`src/rtl/rv_fetch_pkg.sv`:
```
// Shared types and helpers for the RV32IC fetch stage.
package rv_fetch_pkg;

  typedef logic [31:0] pc_t;
  typedef logic [15:0] hword_t;

  localparam pc_t RESET_PC = 32'h0000_0000;

  // A halfword starts a compressed instruction unless its two low bits are 2'b11.
  function automatic logic is_rvc(hword_t hw);
    return hw[1:0] != 2'b11;
  endfunction

endpackage

```
`src/rtl/fetch_hbuf.sv`:
```
// Three-entry halfword FIFO between the instruction memory and the issue logic.
// In one cycle it can drop 0..2 entries from the front and append 0..2 at the
// back; the drop is applied first, so a full buffer can pop and push together.
module fetch_hbuf
  import rv_fetch_pkg::*;
(
  input  logic       clk,
  input  logic       rst,
  input  logic       flush,
  input  logic [1:0] pop_n,
  input  logic [1:0] push_n,
  input  hword_t     push_d0,
  input  hword_t     push_d1,
  output logic [1:0] cnt,
  output hword_t     head0,
  output hword_t     head1
);

  hword_t     q0, q1, q2;
  hword_t     s0, s1, s2;
  hword_t     n0, n1, n2;
  logic [1:0] rem;

  // Shift surviving entries toward the head after removing popped ones.
  always_comb begin
    s0 = q0;
    s1 = q1;
    s2 = q2;
    case (pop_n)
      2'd1: begin
        s0 = q1;
        s1 = q2;
      end
      2'd2: begin
        s0 = q2;
        s1 = q2;
      end
      default: ;
    endcase
    rem = cnt - pop_n;
  end

  // Append pushed halfwords directly behind the survivors.
  always_comb begin
    n0 = s0;
    n1 = s1;
    n2 = s2;
    if (push_n != 2'd0) begin
      case (rem)
        2'd0:    n0 = push_d0;
        2'd1:    n1 = push_d0;
        default: n2 = push_d0;
      endcase
    end
    if (push_n == 2'd2) begin
      case (rem)
        2'd0:    n1 = push_d1;
        default: n2 = push_d1;
      endcase
    end
  end

  // Storage and occupancy; flush empties the queue.
  always_ff @(posedge clk) begin
    if (rst || flush) begin
      cnt <= 2'd0;
      q0  <= '0;
      q1  <= '0;
      q2  <= '0;
    end else begin
      cnt <= rem + push_n;
      q0  <= n0;
      q1  <= n1;
      q2  <= n2;
    end
  end

  assign head0 = q0;
  assign head1 = q1;

endmodule

```
`src/rtl/fetch_align.sv`:
```
// RV32IC fetch stage: addresses instruction memory, realigns halfwords into
// 16/32-bit instructions (including word-straddling ones) and holds the IF/ID
// register. Redirects from execute flush the buffer and restart fetch.
//
// IF/ID handshake: if_valid says the IF/ID register holds an instruction; it is
// consumed on a rising edge where if_valid && id_ready (and no redirect). While
// if_valid && !id_ready every if_* output holds its value.
module fetch_align
  import rv_fetch_pkg::*;
#(
  parameter int              PC_W     = 32,
  parameter int              IMEM_AW  = 10,
  parameter logic [PC_W-1:0] RESET_PC = PC_W'(rv_fetch_pkg::RESET_PC)
) (
  input  logic               clk,
  input  logic               rst,
  output logic [IMEM_AW-1:0] imem_addr,
  input  logic [31:0]        imem_rdata,
  output logic               imem_we,
  input  logic               redirect_vld,
  input  logic [PC_W-1:0]    redirect_pc,
  input  logic               id_ready,
  output logic               if_valid,
  output logic [31:0]        if_instr,
  output logic               if_is_c,
  output logic [PC_W-1:0]    if_pc
);

  logic [PC_W-1:0] fetch_pc, buf_pc, view_pc;
  logic [1:0]      hb_cnt, inc_n, take_n, pop_n, skip_n, push_n;
  logic [2:0]      view_cnt;
  hword_t          hb0, hb1, inc0, inc1, v0, v1, push_d0, push_d1;
  logic            fetch_en, head_c, head_ok, slot_free, issue;

  // Only fetch when a whole word is guaranteed to fit behind the buffered halfwords.
  assign fetch_en  = (hb_cnt <= 2'd1) && !redirect_vld;
  assign imem_addr = fetch_pc[IMEM_AW+1:2];
  assign imem_we   = 1'b0;

  fetch_hbuf u_hbuf (
    .clk     (clk),
    .rst     (rst),
    .flush   (redirect_vld),
    .pop_n   (pop_n),
    .push_n  (push_n),
    .push_d0 (push_d0),
    .push_d1 (push_d1),
    .cnt     (hb_cnt),
    .head0   (hb0),
    .head1   (hb1)
  );

  // Form the view: buffered halfwords followed by this cycle's fetched halfwords.
  always_comb begin
    inc_n = 2'd0;
    inc0  = imem_rdata[15:0];
    inc1  = imem_rdata[31:16];
    if (fetch_en) begin
      if (fetch_pc[1]) begin
        inc_n = 2'd1;
        inc0  = imem_rdata[31:16];
      end else begin
        inc_n = 2'd2;
      end
    end
    view_cnt = {1'b0, hb_cnt} + {1'b0, inc_n};
    view_pc  = (hb_cnt != 2'd0) ? buf_pc : fetch_pc;
    v0       = (hb_cnt != 2'd0) ? hb0 : inc0;
    case (hb_cnt)
      2'd0:    v1 = inc1;
      2'd1:    v1 = inc0;
      default: v1 = hb1;
    endcase
  end

  // Decide the issue and split consumed halfwords between buffer pops and skipped fetch data.
  always_comb begin
    head_c    = is_rvc(v0);
    head_ok   = head_c ? (view_cnt >= 3'd1) : (view_cnt >= 3'd2);
    slot_free = !if_valid || id_ready;
    issue     = slot_free && head_ok;
    take_n    = issue ? (head_c ? 2'd1 : 2'd2) : 2'd0;
    pop_n     = (take_n <= hb_cnt) ? take_n : hb_cnt;
    skip_n    = take_n - pop_n;
    push_n    = inc_n - skip_n;
    push_d0   = (skip_n == 2'd0) ? inc0 : inc1;
    push_d1   = inc1;
  end

  // Fetch PC, buffer head PC and IF/ID register; reset beats redirect beats issue.
  always_ff @(posedge clk) begin
    if (rst) begin
      fetch_pc <= RESET_PC;
      buf_pc   <= RESET_PC;
      if_valid <= 1'b0;
      if_instr <= 32'h0;
      if_is_c  <= 1'b0;
      if_pc    <= RESET_PC;
    end else if (redirect_vld) begin
      fetch_pc <= {redirect_pc[PC_W-1:1], 1'b0};
      if_valid <= 1'b0;
    end else begin
      if (fetch_en) begin
        fetch_pc <= (fetch_pc & ~PC_W'(3)) + PC_W'(4);
      end
      buf_pc <= view_pc + PC_W'({take_n, 1'b0});
      if (slot_free) begin
        if_valid <= head_ok;
        if (head_ok) begin
          if_instr <= head_c ? {16'h0000, v0} : {v1, v0};
          if_is_c  <= head_c;
          if_pc    <= view_pc;
        end
      end
    end
  end

endmodule

```
`config.mk`:
```
export PLATFORM = sky130hd
export DESIGN_NAME = fetch_align
export DESIGN_NICKNAME = d
export VERILOG_FILES = /design/src/rtl/rv_fetch_pkg.sv /design/src/rtl/fetch_hbuf.sv /design/src/rtl/fetch_align.sv
export SDC_FILE = /design/constraint.sdc
export NUM_CORES = 1
export LEC_CHECK = 0
export BUFFER_PORTS_ARGS = -buffer_cell sky130_fd_sc_hd__buf_2
export CAP_MARGIN = 10
export CORE_MARGIN = 3
export CORE_UTILIZATION = 35
export DETAILED_ROUTE_END_ITERATION = 16
export HOLD_SLACK_MARGIN = 0.08
export PLACE_DENSITY_LB_ADDON = 0.08
export SLEW_MARGIN = 20
export SYNTH_ARGS = -nofsm -noshare
export SYNTH_HDL_FRONTEND = slang
export SYNTH_SLANG_ARGS = --single-unit
```
`constraint.sdc`:
```
create_clock -name clk -period 13.2 [get_ports clk]
set_input_delay 2.64 -clock clk [delete_from_list [all_inputs] [get_ports clk]]
set_output_delay 2.64 -clock clk [all_outputs]
set_load 0.02 [all_outputs]
```
### Word-level counts from Yosys, hierarchy flattened

Index checks and enable logic that the tools add are counted.

| word-level totals | value |
|---|---|
| bits in registers | 180 |
| bits of input ports | 68 |
| output and inout bits | 77 |
| word-level logic and storage cells | 72 |

| operators by class | value |
|---|---|
| $add $sub $neg | 7 |
| order comparisons | 4 |
| equality and inequality tests | 6 |
| multiplexer cells | 27 |
| bitwise logic cells | 1 |
| reductions and logical operators | 16 |

Operators by type and width:

| kind | count |
|---|---|
| 16-bit two-way mux | 15 |
| 32-bit two-way mux | 4 |
| 16-bit case mux with 2 select lines | 2 |
| 32-bit by 3-bit adder with 32-bit output | 1 |
| 32-bit by 3-bit adder with 32-bit output, second input constant | 1 |
| 2-bit two-way mux | 5 |
| 2-bit by 1-bit equality test with 1-bit output, second input constant | 3 |
| 2-bit zero test | 3 |
| 2-bit nonzero test | 3 |
| 2-bit OR reduction | 3 |
| 2-bit subtractor | 3 |
| 2-bit equality test, second input constant | 2 |
| 2-bit by 2-bit adder with 3-bit output | 1 |
| 3-bit by 1-bit greater-or-equal comparator with 1-bit output, second input constant | 1 |
| 3-bit by 2-bit greater-or-equal comparator with 1-bit output, second input constant | 1 |
| 3-bit AND reduction | 1 |
| 2-bit adder | 1 |
| 2-bit by 1-bit less-or-equal comparator with 1-bit output, second input constant | 1 |
| 2-bit less-or-equal comparator | 1 |
| 1-bit logical AND | 2 |
| 1-bit zero test | 2 |
| 1-bit logical OR | 2 |
| 2-bit != test, second input constant | 1 |
| 1-bit two-way mux | 1 |
| 1-bit inverter | 1 |

### Logic depth before layout (Yosys ltp)

Gate-level depths: netlist of the first run.

| logic depth | value |
|---|---|
| depth in word-level cells | 17 |
| gate-level depth with buffers | 27 |
| gate-level depth less buffers | 20 |

### Hierarchy

From an unflattened synthesis of the first run, not the netlist that was laid out.

| unflattened totals | value |
|---|---|
| cell total of the unflattened synthesis | 1279 |
| area total of the unflattened synthesis | 10375.0 µm² |

By module, submodules not included:

| module | instances | cells an instance | area an instance (µm²) | sequential area each (µm²) |
|---|---|---|---|---|
| fetch_align | 1 | 949 | 7493.4 | 2582.5 |
| fetch_hbuf | 1 | 330 | 2881.5 | 1001.0 |

### Worst setup path after synthesis of the first run

OpenSTA, ideal clock, no wires.

| timing path | value |
|---|---|
| kind | in2reg |
| start | input port redirect_vld |
| end | register u_hbuf.q1[5] (netlist: u_hbuf.head1[5]) |
| setup time | 0.130 ns |
| arrival time | 7.841 ns |
| data required time | 13.070 ns |
| path slack | 5.228 ns |
| stages on the path | 25 |
| buffers on the path | 5 |
| path through | buf_2 -> nor3b_1 -> buf_2 -> buf_2 -> nand2_1 -> fa_1 -> nand2_1 -> a31oi_1 -> a21oi_1 -> nor2b_1 -> inv_1 -> ha_1 -> nor2b_1 -> o21ai_0 -> mux2_2 -> ha_1 -> clkbuf_1 -> inv_1 -> ha_1 -> xnor3_1 -> xnor2_2 -> a21oi_2 -> buf_2 -> mux2i_1 -> o21ai_0 |

| on the way | value |
|---|---|
| longest elaborated chain between the ends | 17 |
| elaborated cells between the ends (all ways) | 33 |
| classes of those cells | add/sub: 4; order compare: 3; eq/ne: 5; mux: 13; reduce/logical: 8 |

RTL lines:

| element | line | RTL |
|---|---|---|
| from (decl) | fetch_align.sv:20 | `input logic redirect_vld,` |
| parallel branches: the longest is 17 deep, another holds 2-bit by 2-bit adder with 3-bit output | n/a |  |
| to (signal assigned) | fetch_hbuf.sv:73 | `q1 <= n1;` |
| to (decl) | fetch_hbuf.sv:19 | `hword_t q0, q1, q2;` |

Parallel ways; which one is timed is not known.
A chain may end at the register's enable or synchronous reset.

### Worst setup path after layout of the first run

| timing path | value |
|---|---|
| start | input port redirect_vld |
| end | register u_hbuf.q0[14] (netlist: u_hbuf.head0[14]) |

| on the way | value |
|---|---|
| longest elaborated chain between the ends | 15 |
| elaborated cells between the ends (all ways) | 28 |
| classes of those cells | add/sub: 4; order compare: 3; eq/ne: 3; mux: 11; reduce/logical: 7 |

RTL lines:

| element | line | RTL |
|---|---|---|
| parallel branches: the longest is 15 deep, another holds 2-bit by 2-bit adder with 3-bit output | n/a |  |
| to (signal assigned) | fetch_hbuf.sv:72 | `q0 <= n0;` |
| to (decl) | fetch_hbuf.sv:19 |  |

Parallel ways; which one is timed is not known.

==> flow_metrics.env, run 1 <==
export IMPL_status="completed"
export IMPL_cts_max_path_buffers=2
export IMPL_ys_async_sr_fraction=0
export IMPL_drtAntennaViolNets=0
export IMPL_synth_seq_cells=179
export IMPL_post_synth_instance_area_mm2=0.0103
export IMPL_rows=62
export IMPL_synth_cells=1275
export IMPL_pwr_density_cell_mw_per_mm2=227
export IMPL_detailedPlacementHpwl_mm=22.7
export IMPL_first_pass_grt_wire_length_mm=53.4
export IMPL_layout_worst_path_cycle_share=0.639
export IMPL_mostFrequentLayoutCell="dfxtp_1"
export IMPL_initial_utilization=0.357
export IMPL_yosys_most_used_dff="dfxtp_1"
export IMPL_cts_sinks=179
export IMPL_post_cts_repair_setup_buffers=0
export IMPL_core_area_mm2=0.0289
export IMPL_worst_pin_slew_ps=1010
export IMPL_total_overflow_reported_by_the_global_router=0
export IMPL_top_level_ports=145
export IMPL_viasPerCell=5.54
export IMPL_cts_made_buffers=17
export IMPL_synth_edf_count=0
export IMPL_num_nets_final=1427
export IMPL_leakage_nw=4.44
export IMPL_achievable_frequency_mhz=119
export IMPL_drt_pass1_iter_count=6
export IMPL_gp_congestion=0.809
export IMPL_routed_wire_length_per_instance_um=19.6
export IMPL_setup_viol=0
export IMPL_post_route_cells_drive_above_1_share=0.179
export IMPL_slew_viol_final=0
export IMPL_design_die_area_mm2=0.0316
export IMPL_synth_net_count=1358
export IMPL_grt_antenna_before_repair=0
export IMPL_start_kind="input pin"
export IMPL_holdCritPathClass="register to register"
export IMPL_finalWorstPathRequiredPeriod_ps=8430
export IMPL_preCtsSetupSlack_ps=4280
export IMPL_timing_critical_path_required_ps=13490
export IMPL_cts_max_level=4
export IMPL_critical_path_peak_fanout=21
export IMPL_grt_setup_unrepaired="false"
export IMPL_vias_in_the_first_global_route=9135
export IMPL_floorplan_die_width_um=178
export IMPL_port_buffer_count=142
export IMPL_antenna_cells=0
export IMPL_vias=9648
export IMPL_finalWirelength_mm=34.1
export IMPL_worstSetupEndpointType="register"
export IMPL_timing_slew_headroom=0.311
export IMPL_synth_seq_area_share=0.347
export IMPL_most_common_layout_cells="177 x dfxtp_1, 175 x nand2_1, 141 x buf_2"
export IMPL_drv_cap=0
export IMPL_cts_hold_buffers_added=0
export IMPL_chipHeight_um=178
export IMPL_yosysUniqueCellTypes=72
export IMPL_postCtsResizedCells=0
export IMPL_hold_viol_final=0
export IMPL_clk_insertion_delay_late_ps=440
export IMPL_tritoncts_clock_tree="built"
export IMPL_final_setup_tns_ps=0
export IMPL_ys_warnings_count=0
export IMPL_pin_count_of_the_biggest_net_entering_global_routing=86
export IMPL_finalClockSkew_ps=13.4
export IMPL_worstSetupPathType="input pin to register"
export IMPL_drc=0
export IMPL_cts_clk_slew_worst_paths_ps=80
export IMPL_post_synth_cell_area_avg_um2=8.09
export IMPL_detailedRoute_firstIterationViolations=849
export IMPL_grt_util_all_layers=0.216
export IMPL_area_growth_synth_to_final_pct=14.2
export IMPL_layout_setup_ws_ps=4770
export IMPL_cts_root_buf="clkbuf_16"
export IMPL_arrival_ps=8720
export IMPL_worst_ir_drop_vdd_uv=237
-- stage by stage --
| stage | std cells | instance area [um^2] | util | power, mW | hold slack, ps |
|---|---|---|---|---|---|
| 2_1_floorplan | 1275 | 10300 | - | 1.79 | 443 |
| 3_3_place_gp | 1709 | 11200 | 0.388 | 2.16 | 438 |
| 3_5_place_dp | 1709 | 11200 | 0.388 | 2.17 | 441 |
| 4_1_cts | 1741 | 11800 | 0.408 | 2.69 | 451 |
| 5_1_grt | 1741 | 11800 | 0.408 | 2.86 | 467 |
| 6_report | 1741 | 11800 | 0.408 | 2.68 | 450 |
-- layout make-up --
class                           instances  area [um^2]
Clock buffer                           18          439
Fill cell                            3038        17100
Clock inverter                         14          138
Sequential cell                       179         3590
Tap cell                              384          480
Multi-Input combinational cell        964         6190
Inverter                               17         63.8
Timing Repair Buffer                  165          886
-- routing by layer --
| metal | up-vias | GRT usage | wire, um |
|---|---|---|---|
| li1 | 4763 | - | - |
| met1 | 4605 | 0.308 | 16600 |
| met2 | 254 | 0.346 | 15700 |
| met3 | 26 | 0.0321 | 1490 |
| met4 | 0 | 0.0435 | 372 |
| met5 | - | 0 | 0 |
-- cells by family after synthesis --
group,count (synthesis),synth area share
DFF,179,0.347
buffers and inverters,132,0.0553
adders and majority gates,15,0.0197
other,1,0.000364
xor gates and xnor gates,33,0.0301
and+or+nand+nor,435,0.203
muxes,119,0.119
AOI/OAI and AO/OA,361,0.226
-- path summary, 6_finish.rpt --
kind	endpoint	depth (start not counted)	from	slack, ps
max reg2reg	u_hbuf.head0[14]	23	u_hbuf.cnt[1]	6470
min	if_instr[4]	2	if_instr[4]	450
max	u_hbuf.head0[14]	23	redirect_vld	4770
min reg2reg	if_instr[4]	2	if_instr[4]	450
-- cells in the mapped netlist, drive strengths merged, types with 17 or more instances --
master,n,share of area
o21ai,79,0.038
nor2,121,0.044
inv,17,0.0062
a21oi,99,0.049
xnor2,20,0.018
mux2i,92,0.089
a211oi,52,0.038
o211ai,35,0.025
nand3,27,0.014
buf,42,0.023
nand2,175,0.064
mux2,27,0.029
dfxtp,179,0.35
a22oi,22,0.016
clkbuf,73,0.027
-- state kept, by name, indices dropped and copies added (netlist names) --
| register | cells |
|---|---|
| buf_pc | 32 |
| if_instr | 32 |
| if_pc | 32 |
| fetch_pc | 31 |
| u_hbuf.head0 | 16 |
| u_hbuf.head1 | 16 |
| u_hbuf.q2 | 16 |
| u_hbuf.cnt | 2 |
| if_is_c | 1 |
| if_valid | 1 |
-- critical path, cell delays in order --
cell	delay, ps
buf_2	260
nor3b_2	230
buf_4	370
nand2_1	120
fa_1	500
nand2_1	60
a31oi_1	370
a21oi_1	170
nor2b_1	210
inv_1	110
ha_1	140
nor2b_1	40
o21ai_0	280
mux2_2	420
ha_1	750
inv_1	100
ha_1	210
xnor3_1	240
xnor2_2	230
a21oi_2	650
buf_4	340
mux2i_1	210
nor2_1	60
-- report_power, final --
group / internal (mW) / leakage [nW] / switching, mW
sequential: 0.672 / 1.46 / 0.0946
clock: 0.257 / 0.284 / 0.257
combinational: 0.520 / 2.70 / 0.874
total: 1.45 / 4.44 / 1.23
Power figures use the tool's default switching activity.
==> run 2, diff against run 1 <==
==> constraint.sdc (replaced) <==
create_clock -name clk -period 7.7 [get_ports clk]
set_input_delay 1.54 -clock clk [delete_from_list [all_inputs] [get_ports clk]]
set_output_delay 1.54 -clock clk [all_outputs]
set_load 0.02 [all_outputs]
==> flow_metrics.env, run 2 (synthesized netlist as in run 1, its figures left out) <==
export IMPL_grt_setup_unrepaired="false"
export IMPL_area_growth_synth_to_final_pct=14.4
export IMPL_achievable_frequency_mhz=154
export IMPL_top_level_ports=145
export IMPL_chipHeight_um=178
export IMPL_multi_input_area_mm2=0.00619
export IMPL_finalWorstPathRequiredPeriod_ps=6480
export IMPL_viasPerCell=5.55
export IMPL_preCtsSetupSlack_ps=765
export IMPL_drt_pass1_iter_count=6
export IMPL_fillerInstances=3026
export IMPL_vias_in_the_first_global_route=9109
export IMPL_final_cell_area_mm2=0.0118
export IMPL_finalClockSkew_ps=19.5
export IMPL_post_cts_repair_setup_buffers=0
export IMPL_timing_slew_headroom=0.325
export IMPL_timing_critical_path_required_ps=8010
export IMPL_total_overflow_reported_by_the_global_router=0
export IMPL_worstSetupEndpointType="register"
export IMPL_layout_worst_path_cycle_share=0.842
export IMPL_initial_utilization=0.357
export IMPL_antenna_cells=0
export IMPL_detailedRoute_firstIterationViolations=773
export IMPL_worst_pin_slew_ps=1010
export IMPL_worst_hold_slack_ps=447
export IMPL_setup_viol=0
export IMPL_cts_made_buffers=17
export IMPL_worst_ir_drop_vdd_uv=307
export IMPL_slew_viol_final=0
export IMPL_hold_path_endpoint="if_instr[2]"
export IMPL_finalWirelength_mm=34.5
export IMPL_grt_antenna_before_repair=0
export IMPL_post_route_cells_drive_above_1_share=0.181
export IMPL_drtAntennaViolNets=0
export IMPL_reg_top3="buf_pc: 32 flops, if_instr: 32 flops, if_pc: 32 flops"
export IMPL_drv_cap=0
export IMPL_pwr_density_cell_mw_per_mm2=390
export IMPL_r2r_start="u_hbuf.cnt[1]"
export IMPL_holdCritPathClass="register to register"
export IMPL_floorplan_die_width_um=178
export IMPL_leakage_nw=4.45
export IMPL_gp_congestion=0.823
export IMPL_drc=0
export IMPL_cts_max_path_buffers=2
export IMPL_first_pass_grt_wire_length_mm=53.9
export IMPL_cts_hold_buffers_added=0
export IMPL_routed_wire_length_per_instance_um=19.8
export IMPL_grt_util_all_layers=0.217
export IMPL_core_area_mm2=0.0289
export IMPL_postCtsResizedCells=0
export IMPL_dpl_instance_area_mm2=0.0112
export IMPL_most_common_layout_cells="177 x dfxtp_1, 175 x nand2_1, 141 x buf_2"
export IMPL_port_buffer_count=142
export IMPL_hp_start="if_instr[2]"
export IMPL_detailedPlacementHpwl_mm=23.3
export IMPL_start_kind="input pin"
export IMPL_cts_max_level=4
export IMPL_design_die_area_mm2=0.0316
export IMPL_reg2reg_slack_ps=1760
export IMPL_hold_path_cell_count=2
export IMPL_status="completed"
export IMPL_timing_rr_end="u_hbuf.q2[13]"
export IMPL_layout_setup_ws_ps=1220
export IMPL_area_sequential_mm2=0.00359
export IMPL_worstSetupPathType="input pin to register"
export IMPL_cts_root_buf="clkbuf_16"
export IMPL_rows=62
export IMPL_cts_sinks=179
export IMPL_worstSetupStartpoint="redirect_vld"
export IMPL_mostFrequentLayoutCell="dfxtp_1"
export IMPL_num_nets_final=1430
export IMPL_hold_viol_final=0
export IMPL_final_setup_tns_ps=0
export IMPL_cts_clk_slew_worst_paths_ps=80
export IMPL_r2r_cells=22
export IMPL_vias=9684
export IMPL_pin_count_of_the_biggest_net_entering_global_routing=73
export IMPL_critical_path_peak_fanout=16
export IMPL_arrival_ps=6790
export IMPL_clk_insertion_delay_late_ps=450
export IMPL_tritoncts_clock_tree="built"
-- run 2: cell count changes in the layout (fill, tap and decap cells not counted) --
cell / before / now
clkinv_8: 1 / 0
buf_12: 0 / 1
clkinv_4: 2 / 0
inv_8: 5 / 4
buf_4: 24 / 26
clkinvlp_4: 1 / 3
clkinv_2: 1 / 3
-- run 2: worst max-delay path: stages --
cell	delay (ps)
buf_2	200
or3_1	510
fa_1	550
nand2_1	70
a31oi_1	410
a21oi_1	190
nor2b_1	210
inv_1	120
ha_1	150
nor2b_1	40
o21ai_0	280
mux2_2	420
ha_1	280
buf_4	230
inv_1	70
ha_1	190
xnor3_1	250
xnor2_2	240
a21oi_2	170
buf_4	350
mux2i_1	230
o21ai_0	80
-- run 2: how the worst max path moves through the flow --
stage	depth (start not counted)	slack (ps)	to
floorplan	25	830	u_hbuf.head1[5]
CTS	21	1220	u_hbuf.q2[3]
global placement	21	860	u_hbuf.q2[11]
detailed placement	21	770	u_hbuf.q2[2]
global route	21	840	u_hbuf.q2[4]
finish	22	1220	u_hbuf.q2[13]
-- run 2: where the power goes --
part	internal [mW]	leakage [nW]	switching, mW
sequential	1.15	1.46	0.187
combinational	0.923	2.72	1.48
clock	0.434	0.271	0.425
total	2.51	4.45	2.10
-- run 2: layer usage --
| layer | wire, um | GRT usage | up-vias | share of wire |
|---|---|---|---|---|
| li1 | - | - | 4780 | - |
| met1 | 16900 | 0.318 | 4636 | 0.49 |
| met2 | 15800 | 0.342 | 244 | 0.46 |
| met3 | 1480 | 0.0257 | 24 | 0.043 |
| met4 | 364 | 0.0465 | 0 | 0.011 |
| met5 | 0 | 0 | - | 0 |
-- run 2: cell type report --
class / count / share of cell area
Clock buffer: 18 / 0.0372
Clock inverter: 14 / 0.00997
Inverter: 17 / 0.00541
Multi-Input combinational cell: 964 / 0.525
Sequential cell: 179 / 0.304
Tap cell: 384 / 0.0407
Timing Repair Buffer: 168 / 0.0781
-- run 2: through the flow --
step,total power [mW],utilization,std cells
after CTS,4.63,0.409,1744
after floorplan,3.06,-,1275
after global routing,4.92,0.409,1744
final,4.60,0.409,1744
after detailed placement,3.76,0.389,1712
after global placement,3.74,0.389,1712
